`src/rtl/riscv_pkg.sv`:
```
// Shared widths, the NOP encoding and the fetch FSM state type
// used by the instruction fetch front end.
package riscv_pkg;
  localparam int XLEN   = 32;
  localparam int INST_W = 32;
  localparam logic [INST_W-1:0] INST_NOP = 32'h0000_0013;

  typedef enum logic [1:0] {
    ST_BOOT,
    ST_FETCH,
    ST_DRAIN
  } fetch_state_e;
endpackage

```
`src/rtl/fetch_fifo.sv`:
```
// Small synchronous FIFO with flush, used for the fetch buffer and the
// request-address tag queue. DEPTH must be a power of two.
module fetch_fifo #(
  parameter int WIDTH = 32,
  parameter int DEPTH = 2,
  parameter int CNT_W = 2
) (
  input  logic             clk,
  input  logic             reset,
  input  logic             flush,
  input  logic             push,
  input  logic [WIDTH-1:0] push_data,
  input  logic             pop,
  output logic [WIDTH-1:0] head,
  output logic [CNT_W-1:0] count
);
  localparam int PTR_W = (DEPTH > 1) ? $clog2(DEPTH) : 1;

  logic [WIDTH-1:0] mem [DEPTH];
  logic [PTR_W-1:0] wr_ptr;
  logic [PTR_W-1:0] rd_ptr;
  logic             pop_ok;
  logic             push_ok;

  assign pop_ok  = pop && (count != '0);
  assign push_ok = push && ((count < CNT_W'(DEPTH)) || pop_ok);
  assign head    = mem[rd_ptr];

  always_ff @(posedge clk) begin
    if (reset || flush) begin
      wr_ptr <= '0;
      rd_ptr <= '0;
      count  <= '0;
    end else begin
      if (push_ok) wr_ptr <= wr_ptr + PTR_W'(1);
      if (pop_ok)  rd_ptr <= rd_ptr + PTR_W'(1);
      count <= count + CNT_W'(push_ok) - CNT_W'(pop_ok);
    end
  end

  always_ff @(posedge clk) begin
    if (push_ok) mem[wr_ptr] <= push_data;
  end
endmodule

```
`src/rtl/inst_fetch_unit.sv`:
```
// Instruction fetch front end: owns the PC, issues word-aligned requests,
// pairs returned words with their request PC and hands {pc,inst} to decode.
module inst_fetch_unit
  import riscv_pkg::*;
#(
  parameter logic [XLEN-1:0] RESET_PC = 32'h0000_0000,
  parameter int              QDEPTH   = 2,
  parameter int              CNT_W    = 2
) (
  input  logic              clk,
  input  logic              reset,
  output logic              imem_req_valid,
  input  logic              imem_req_ready,
  output logic [XLEN-1:0]   imem_addr,
  input  logic              imem_rsp_valid,
  input  logic [INST_W-1:0] imem_rsp_data,
  input  logic              redirect_valid,
  input  logic [XLEN-1:0]   redirect_pc,
  input  logic              halt,
  output logic              if_valid,
  input  logic              if_ready,
  output logic [XLEN-1:0]   if_pc,
  output logic [INST_W-1:0] if_inst
);
  fetch_state_e     state;
  logic [XLEN-1:0]  pc;
  logic [CNT_W-1:0] drop;
  logic [CNT_W-1:0] drop_next;

  logic [CNT_W-1:0]       buf_count;
  logic [CNT_W-1:0]       tag_count;
  logic [XLEN+INST_W-1:0] buf_head;
  logic [XLEN-1:0]        tag_head;
  logic [CNT_W:0]         in_use;

  logic rsp_drop;
  logic rsp_take;
  logic rsp_push;
  logic req_fire;
  logic if_pop;
  logic unused_bits;

  // The tag FIFO occupancy is the outstanding-request count.
  assign rsp_drop = imem_rsp_valid && (drop != '0);
  assign rsp_take = imem_rsp_valid && (drop == '0) && (tag_count != '0);
  assign rsp_push = rsp_take && !redirect_valid;

  assign in_use         = {1'b0, buf_count} + {1'b0, tag_count};
  assign imem_req_valid = (state == ST_FETCH) && !halt && !redirect_valid &&
                          (in_use < (CNT_W+1)'(QDEPTH));
  assign req_fire       = imem_req_valid && imem_req_ready;
  assign imem_addr      = pc;

  assign if_valid = (buf_count != '0);
  assign if_pop   = if_valid && if_ready;
  assign if_pc    = if_valid ? buf_head[XLEN+INST_W-1:INST_W] : '0;
  assign if_inst  = if_valid ? buf_head[INST_W-1:0] : INST_NOP;

  assign unused_bits = ^redirect_pc[1:0];

  // A response landing in the redirect cycle is already stale, so it is
  // removed from the outstanding total rather than added to drop.
  always_comb begin
    drop_next = drop - CNT_W'(rsp_drop);
    if (redirect_valid) drop_next = drop_next + tag_count - CNT_W'(rsp_take);
  end

  always_ff @(posedge clk) begin
    if (reset) begin
      state <= ST_BOOT;
      pc    <= {RESET_PC[XLEN-1:2], 2'b00};
      drop  <= '0;
    end else begin
      drop <= drop_next;
      case (state)
        ST_BOOT:  state <= ST_FETCH;
        ST_FETCH: if (redirect_valid && (drop_next != '0)) state <= ST_DRAIN;
        ST_DRAIN: if (drop_next == '0) state <= ST_FETCH;
        default:  state <= ST_BOOT;
      endcase
      if (redirect_valid)  pc <= {redirect_pc[XLEN-1:2], 2'b00};
      else if (req_fire)   pc <= pc + 32'd4;
    end
  end

  fetch_fifo #(
    .WIDTH(XLEN + INST_W),
    .DEPTH(QDEPTH),
    .CNT_W(CNT_W)
  ) u_buf (
    .clk      (clk),
    .reset    (reset),
    .flush    (redirect_valid),
    .push     (rsp_push),
    .push_data({tag_head, imem_rsp_data}),
    .pop      (if_pop),
    .head     (buf_head),
    .count    (buf_count)
  );

  fetch_fifo #(
    .WIDTH(XLEN),
    .DEPTH(QDEPTH),
    .CNT_W(CNT_W)
  ) u_tag (
    .clk      (clk),
    .reset    (reset),
    .flush    (redirect_valid),
    .push     (req_fire),
    .push_data(pc),
    .pop      (rsp_push),
    .head     (tag_head),
    .count    (tag_count)
  );
endmodule

```
`config.mk`:
```
export PLATFORM = sky130hd
export DESIGN_NAME = inst_fetch_unit
export DESIGN_NICKNAME = d
export VERILOG_FILES = /design/src/rtl/riscv_pkg.sv /design/src/rtl/fetch_fifo.sv /design/src/rtl/inst_fetch_unit.sv
export SDC_FILE = /design/constraint.sdc
export NUM_CORES = 1
export LEC_CHECK = 0
export CORE_UTILIZATION = 25
export CTS_CLUSTER_SIZE = 14
export DETAILED_ROUTE_END_ITERATION = 8
export PLACE_DENSITY = 0.53
export SETUP_SLACK_MARGIN = 0.3
export SYNTH_ARGS = -nofsm -noshare
export SYNTH_HDL_FRONTEND = slang
export SYNTH_SLANG_ARGS = --single-unit
```
`constraint.sdc`:
```
create_clock -name clk -period 11.6 [get_ports clk]
set_input_delay 1.74 -clock clk [delete_from_list [all_inputs] [get_ports clk]]
set_output_delay 1.74 -clock clk [all_outputs]
set_load 0.005 [all_outputs]
```
* Word-level counts from Yosys, hierarchy flattened *
Memories as Yosys holds them, arrays and structs flattened. A register that Yosys moved wholly into a read port is not among the register bits.
Cells that the tools add are included.

storage, ports and cells
  word-level logic and storage cells = 77
  memories kept = 2
  register bits = 44
  input bits = 71
  bits in latches = 0
  output and inout port bits = 98
  bits in writable memories = 192
  memory bits (read-only) = 0

cells by class
  multipliers = 0
  equality and inequality tests = 4
  bitwise gates (word level) = 0
  div/mod/pow operators = 0
  add/sub/neg operators = 13
  reductions and logical operators = 29
  shift operators = 0
  magnitude comparators = 3
  mux-type cells = 16

memories
  memory     words  width  read ports  clocked after memory_dff  wr ports  line              source
  u_buf.mem  2      64     1           1                         1         fetch_fifo.sv:19  logic [WIDTH-1:0] mem [DEPTH];
  u_tag.mem  2      32     1           1                         1         fetch_fifo.sv:19

operators by type and width
  operator               count
  $mux 32                4
  $add 32x3->32 const B  1
  $logic_and 1x1->1      14
  $reduce_bool 2->1      5
  $mux 1                 8
  $sub 2x1->2            4
  $logic_not 2->1        3
  $mux 2                 3
  $pmux 2 s3             1
  $add 1x1->1 const B    4
  $add 2x1->2            2
  $lt 2x2->1 const B     2
  $add 2x2->3            1
  $logic_or 1x1->1       3
  $lt 3x2->1 const B     1
  $add 2x2->2            1
  $eq 2x1->1 const B     1
  $eq 2x2->1 const B     1
  $logic_not 1->1        2
  $ne 2x1->1 const B     1
  $ne 2x2->1 const B     1
  $reduce_and 2->1       1
  $reduce_or 2->1        1

* Logic depth before layout (Yosys ltp) *
Gate-level depths: netlist of run 1.

  depth in word-level cells = 10
  gate-level depth with buffers = 10
  mapped depth without buffers = 10

* Modules after synthesis *
From an unflattened synthesis of run 1, not the netlist that was laid out.

unflattened totals
  cell total of the unflattened synthesis = 693
  area total of the unflattened synthesis = 10,433.8 um^2

by module, submodules not included
  module               times used  area each (um^2)  cells each
  fetch_fifo at u_buf  1           5,149.9           224
  fetch_fifo at u_tag  1           2,696.3           125
  inst_fetch_unit      1           2,587.5           344

* Worst setup path before layout of run 1 *
No wires, ideal clock.

  path type = input to register
  start = input port redirect_valid
  end = memory u_buf.mem[0][0] (netlist bit) (enable)
  path slack = 5,572 ps
  stages = 4
  data arrival time = 5,539 ps
  library setup time = 490 ps
  cells stage by stage = clkbuf_1 -> or4_1 -> a21oi_1 -> nor2b_1

between the ends
  cells in the longest elaborated chain, start to end = 5

RTL lines
  element                       line                   source
  start: declaration            inst_fetch_unit.sv:17  input logic redirect_valid,
  $logic_not 1->1               inst_fetch_unit.sv:46  assign rsp_push = rsp_take && !redirect_valid;
  $logic_and 1x1->1             inst_fetch_unit.sv:46
  $logic_and 1x1->1             fetch_fifo.sv:26       assign push_ok = push && ((count < CNT_W'(DEPTH)) || pop_ok);
  net u_buf.push_ok             fetch_fifo.sv:23       logic push_ok;
  $mux 1                        fetch_fifo.sv:42       if (push_ok) mem[wr_ptr] <= push_data;
  $mux 1 (implied by the code)  fetch_fifo.sv:42
  end: declaration              fetch_fifo.sv:19

The timed path passes the listed nets, and every way through them passes these cells.

* Worst setup path in the final report of run 1 *
  start = input port halt
  end = output port imem_req_valid

between the ends
  cells in the longest elaborated chain, start to end = 4

RTL lines
  element                          line                   source
  start: declaration               inst_fetch_unit.sv:19  input logic halt,
  $logic_not 1->1                  inst_fetch_unit.sv:49  assign imem_req_valid = (state == ST_FETCH) && !halt && !redirect_valid &&
  $logic_and 1x1->1 (3 in series)  inst_fetch_unit.sv:49
  end: declaration                 inst_fetch_unit.sv:12  output logic imem_req_valid,

No other way between the ends.

==> run_results.csv, run 1 <==
group,metric,value,unit
run_status,status,"complete, no violations",
worst_setup_path,cpMostUsedCell,"clkdlybuf4s50_1",
synthesis,yosysTopAreaCell,"edfxtp_1",
floorplan,die_h,195,µm
worst_setup_path,critPathCaptureType,"primary output",
floorplan,die_w,195,µm
worst_hold_path,hold_class,"register to register",
detailed_routing,routedWlPerCell,17.3,µm
synthesis,async_flop_share,0,%
sta,finClkSkew,16.3,ps
cts,numCtsBuffers,27,
cts,clk_latency,540,ps
detailed_routing,ant_nets,0,
cells_and_area,drive_gt1_share,10.5,%
run,cap_viol_max_count,0,
synthesis,synth.top_cell.area_share,59.2,%
placed_design,post-place-ws,6270,ps
global_route,antenna_found_initial,0,
cells_and_area,final_cell_count_no_fill,1338,
cells_and_area,fillers,3583,
global_route,grt_start_max_net_pins,63,
floorplan,coreArea,36700,µm²
synthesis,synthTopCellsByArea,"edfxtp_1 (59%), dfxtp_1 (9.4%), mux2i_1 (7.0%)",
detailed_routing,totalWireLength,23200,µm
synthesis,synth_edf_count,184,
cts,cts_max_level,1,
sta,post-route-min-period,5320,ps
cells_and_area,fin_nets,929,
sta,rsz0062_at_grt,"false",
worst_setup_path,crit_chain,"clkdlybuf4s50_1 > or4b_4 > nor3_1 > clkdlybuf4s50_1",
worst_setup_path,worstPathArrival,3580,ps
synthesis,synth_area,9340,µm²
synthesis,syn_area_per_cell,13.7,µm²
sta,finalSetupViolCount,0,
worst_setup_path,critPathMaxStageDelay,560,ps
cells_and_area,postLayoutCoreUtil,33.7,%
cells_and_area,area_growth,32.4,%
placed_design,place_congestion,0.698,
cts,root_buffer,"clkbuf_16",
placed_design,dp.cells,1288,
synthesis,synth_cell_types,55,
sta,post-route-period-util,45.8,%
power_and_ir_drop,total_power,1.85,mW
synthesis,ys_seq_area_share,68.6,%
cts,tritoncts,"done",
cts,ctsHoldBuffers,0,
floorplan,die-area,38100,µm²
floorplan,ios,169,
sta,slew_headroom,31.2,%
worst_setup_path,worstSetupStartpointType,"input port",
floorplan,initial_core_util,25.4,%
cts,cts.sinks,228,
placed_design,port_buffers,162,
worst_setup_path,path_class,"input port to primary output",
sta,slew_viol_final,0,
worst_setup_path,crit_path_top_delay_cell,"or4b_4",
detailed_routing,avgViaCountPerCell,4.39,
sta,tightest_slew,1030,ps
detailed_routing,drt_iter0_markers,258,
sta,hold_viol,0,
power_and_ir_drop,irDropWorstVdd,93.8,µV
global_route,grt_overflow,0,
cts,path_clk_slew,60,ps
cts,cts_resized,0,
detailed_routing,firstDrtPassIters,4,
global_route,grt_pass1_vias,5814,
worst_setup_path,required,9860,ps
detailed_routing,vias,5870,
worst_setup_path,cp_max_fo,3,
synthesis,ys_ff_latch,228,
cells_and_area,antenna_cells,0,
global_route,grt_pass1_wl,34900,µm
placed_design,dpl.hpwl,15000,µm
synthesis,synthFlopType,"edfxtp_1",
cts,cts_buffer_depth,3,
detailed_routing,route.detailed.drc,0,
sta,fmax,0.188,GHz
global_route,grtUsageTotal,12.0,%
synthesis,syn_inst,681,
cts,post-cts-setup-buffers,0,
floorplan,rows,70,
power_and_ir_drop,p_per_area,149,nW/µm²
synthesis,yosys_warnings,0,
power_and_ir_drop,total_leakage_power,3.96,nW
sta,fin_ws,6280,ps
sta,tns,0,ps
-- cell type report --
type,instances,area [µm²],area share [%]
Clock buffer,31,691,5.59
Clock inverter,19,173,1.40
Tap cell,468,586,4.74
Multi-Input combinational cell,404,2750,22.3
Sequential cell,228,6410,51.9
Timing Repair Buffer,170,1680,13.6
Inverter,18,67.6,0.547
-- report_power, final --
part	total, mW	switching [mW]	internal [mW]
clock	0.818	0.327	0.492
combinational	0.109	0.0507	0.0582
sequential	0.919	0.0191	0.900
-- flip-flops by register name, summed over array words and instances, names as in the netlist, 2 cells and up, named ones only --
register,count
drop,2
imem_addr,30
state,2
u_buf.count,2
u_buf.mem,124
u_tag.count,2
u_tag.mem,60
-- worst max-delay path, delay by kind of cell --
| family | cells | cell delay, ps |
|---|---|---|
| AND/OR/NAND/NOR | 2 | 820 |
| buffers and inverters | 2 | 1010 |
-- kinds of logic after synthesis --
kind of cell / Yosys count / synth area share [%]
muxes: 98 / 11.0
adders and majority gates: 9 / 1.29
other: 1 / 0.0402
xor gates and xnor gates: 14 / 1.47
DFF: 228 / 68.6
and+or+nand+nor: 201 / 10.1
AOI/OAI and AO/OA: 78 / 5.28
buffers and inverters: 52 / 2.27
-- cells in the mapped netlist (all sizes together), types with 5 or more instances --
cell type and instances:
a21oi 17, a22oi 5, a31oi 16, buf 10, clkbuf 24, dfxtp 44, edfxtp 184, ha 8
inv 18, mux2 33, mux2i 65, nand2 33, nand3 13, nand4 9, nor2 95, nor2b 8
nor3 9, o21ai 20, or3 7, xnor2 7, xor2 6
-- cells in the final DEF, fill, tap and decap left out, types with 4 or more instances in the layout --
| master | n |
|---|---|
| a21oi_1 | 17 |
| a22oi_1 | 5 |
| a31oi_1 | 16 |
| buf_4 | 8 |
| clkbuf_1 | 4 |
| clkbuf_16 | 27 |
| clkdlybuf4s50_1 | 161 |
| clkinv_1 | 9 |
| clkinvlp_4 | 4 |
| conb_1 | 4 |
| dfxtp_1 | 43 |
| edfxtp_1 | 184 |
| ha_1 | 8 |
| inv_1 | 18 |
| mux2_2 | 33 |
| mux2i_1 | 65 |
| nand2_1 | 33 |
| nand3_1 | 13 |
| nand4_1 | 9 |
| nor2_1 | 94 |
| nor2b_1 | 6 |
| nor3_1 | 9 |
| nor4_1 | 4 |
| o21ai_0 | 19 |
| or3_1 | 7 |
| xnor2_1 | 7 |
| xor2_1 | 6 |
-- through the flow --
stage | hold slack, ps | instance area [µm²]
6_report | 522 | 12400
5_1_grt | 556 | 12400
4_1_cts | 532 | 12400
3_5_place_dp | 509 | 11500
3_3_place_gp | 499 | 11500
2_1_floorplan | 469 | 9350
-- path summary, 6_finish.rpt --
kind	from	end	slack (ps)	cells past startpoint
max reg2reg	u_buf.count[0]	u_tag.mem[0][11]	7750	7
min reg2reg	u_buf.rd_ptr	u_buf.rd_ptr	520	2
min	u_buf.rd_ptr	u_buf.rd_ptr	520	2
max	halt	imem_req_valid	6280	4
-- metal layers --
metal	global-route usage (%)	wire length (µm)
met2	20.1	10900
met4	2.89	388
met1	15.8	10600
met3	2.42	1320
met5	0	0
(Power assumes the default switching activity.)
==> run 2: changes to the inputs <==
==> constraint.sdc (replaced) <==
create_clock -name clk -period 5.1 [get_ports clk]
set_input_delay 0.765 -clock clk [delete_from_list [all_inputs] [get_ports clk]]
set_output_delay 0.765 -clock clk [all_outputs]
set_load 0.005 [all_outputs]
==> run 2 against run 1 <==
  * Cell area is 1.3% higher
  * Setup slack lost 4700 ps
  * Core utilization up 0.43 points
  * Clock power grew to 2.5 times the previous value
  * Via count rose by 1.4%
  * First-iteration DRC count up 37%
  * Clock-buffer cell count stayed put
  * Total power grew 140%
  * Sequential share of layout area fell by 0.65 points
  * Final cell count grew 0.30%
  * Critical path depth unchanged
  * Highest routed layer unchanged
==> run_results.csv, run 2 (synthesis results as in run 1) <==
group,metric,value,unit
run_status,status,"complete, no violations",
worst_setup_path,ff2ff_setup_slack,1950,ps
floorplan,rows,70,
worst_setup_path,required,4340,ps
cts,cts.sinks,228,
detailed_routing,route.detailed.drc,0,
global_route,grt_overflow,0,
cts,cts_buffer_depth,3,
worst_setup_path,crit_buf_inv,2,
sta,tns,0,ps
worst_setup_path,cp_max_fo,41,
global_route,antenna_found_initial,0,
sta,tightest_slew,978,ps
cells_and_area,fillers,3613,
detailed_routing,ant_nets,0,
detailed_routing,firstDrtPassIters,4,
sta,rsz0062_at_grt,"false",
floorplan,initial_core_util,25.4,%
sta,slew_viol_final,0,
sta,post-route-min-period,3530,ps
placed_design,place_congestion,0.746,
sta,finalSetupViolCount,0,
global_route,grt_pass1_vias,5877,
placed_design,port_buffers,162,
global_route,grt_pass1_wl,35000,µm
worst_setup_path,crit_chain,"buf_4 > mux2i_1 > nor2_1 > clkdlybuf4s50_1",
power_and_ir_drop,power_frac_seq,47.5,%
detailed_routing,routedWlPerCell,17.3,µm
sta,post-route-period-util,69.3,%
cells_and_area,drive_gt1_share,11.8,%
floorplan,coreArea,36700,µm²
global_route,grt_start_max_net_pins,63,
worst_setup_path,critPathCaptureType,"primary output",
floorplan,die-area,38100,µm²
power_and_ir_drop,total_leakage_power,4.04,nW
worst_setup_path,worstSetupStartpointType,"register",
cts,path_clk_slew,60,ps
floorplan,die_w,195,µm
cells_and_area,area_growth,34.1,%
cts,tritoncts,"done",
detailed_routing,vias,5951,
cts,cts_resized,0,
sta,slew_headroom,34.8,%
cells_and_area,fin_nets,933,
run,cap_viol_max_count,0,
worst_hold_path,hold_class,"register to register",
sta,fmax,0.283,GHz
sta,hold_viol,0,
power_and_ir_drop,p_per_area,352,nW/µm²
global_route,grtUsageTotal,12.0,%
cts,numCtsBuffers,27,
worst_setup_path,worstPathArrival,2770,ps
cells_and_area,largest_reg_flops,124,
cts,cts_max_level,1,
cts,ctsHoldBuffers,0,
power_and_ir_drop,power.switching,921,µW
floorplan,die_h,195,µm
floorplan,ios,169,
power_and_ir_drop,power.share.switching,20.9,%
sta,finClkSkew,8.78,ps
worst_setup_path,critPathMaxStageDelay,910,ps
detailed_routing,totalWireLength,23300,µm
power_and_ir_drop,pwr-share-clk,46.8,%
cells_and_area,final_cell_mix,"edfxtp_1 (184), clkdlybuf4s50_1 (161), nor2_1 (94)",
power_and_ir_drop,power_frac_comb,5.8,%
cells_and_area,antenna_cells,0,
worst_setup_path,path_class,"register to primary output",
sta,hold-worst-slack,511,ps
cells_and_area,final_common_cell,"edfxtp_1",
cts,post-cts-setup-buffers,0,
power_and_ir_drop,p_int,3.48,mW
worst_setup_path,crit_path_top_delay_cell,"dfxtp_4",
cts,root_buffer,"clkbuf_16",
detailed_routing,drt_iter0_markers,353,
cts,clk_latency,530,ps
worst_setup_path,critical-path-top-delay-family,"buffers and inverters",
detailed_routing,avgViaCountPerCell,4.43,
power_and_ir_drop,irDropWorstVdd,250,µV
placed_design,dpl.hpwl,15400,µm
cells_and_area,largest_register,"u_buf.mem",
[run 2: worst register-to-register path, cell delays in order (launching register included)]
cell and delay (ps):
dfxtp_1 370, inv_1 90, nor2_1 140, fa_1 460, nor3b_1 480, nand2_1 140
a21oi_1 350, nor2b_4 580, buf_12 240
[run 2: final timing paths]
path / from / endpoint / depth (start not counted)
worst max-delay path: register / if_inst[23] / 4
worst min-delay path: u_buf.rd_ptr / register / 2
worst max register to register: u_buf.count[0] / u_tag.mem[0][30] / 8
worst min register to register: u_buf.rd_ptr / register / 2
[run 2: through the flow]
stage,total power [mW],utilization (%),cell area (µm²),worst slack [ps],std cells
finish,4.40,34.1,12500,1570,1342
CTS,4.47,34.1,12500,1480,1342
detailed placement,2.39,31.5,11500,1440,1292
global route,4.58,34.1,12500,1360,1342
global placement,2.38,31.5,11500,1530,1292
floorplan,2.24,-,9350,1220,684
[run 2: layout make-up]
type	instances	area, µm²	share of cell area (%)
tap	468	586	4.68
sequential	228	6410	51.2
inverter	18	67.6	0.540
multi-input combinational	404	2750	22.0
timing repair buffer	174	1730	13.8
clock inverter	19	255	2.04
clock buffer	31	711	5.68
[run 2: power groups by stage]
stage | registers [mW] | clock network [mW] | logic, mW
floorplan | 2.12 | 0 | 0.124
global placement | 2.13 | 0 | 0.252
detailed placement | 2.13 | 0 | 0.257
CTS | 2.09 | 2.12 | 0.259
global route | 2.10 | 2.20 | 0.279
finish | 2.09 | 2.06 | 0.254
[run 2: metal layers]
layer	global-route usage [%]	up-vias	routed length (µm)
li1	-	2874	-
met1	16.0	2868	10800
met2	19.6	179	10600
met3	2.56	30	1370
met4	3.27	0	402
met5	0	-	0
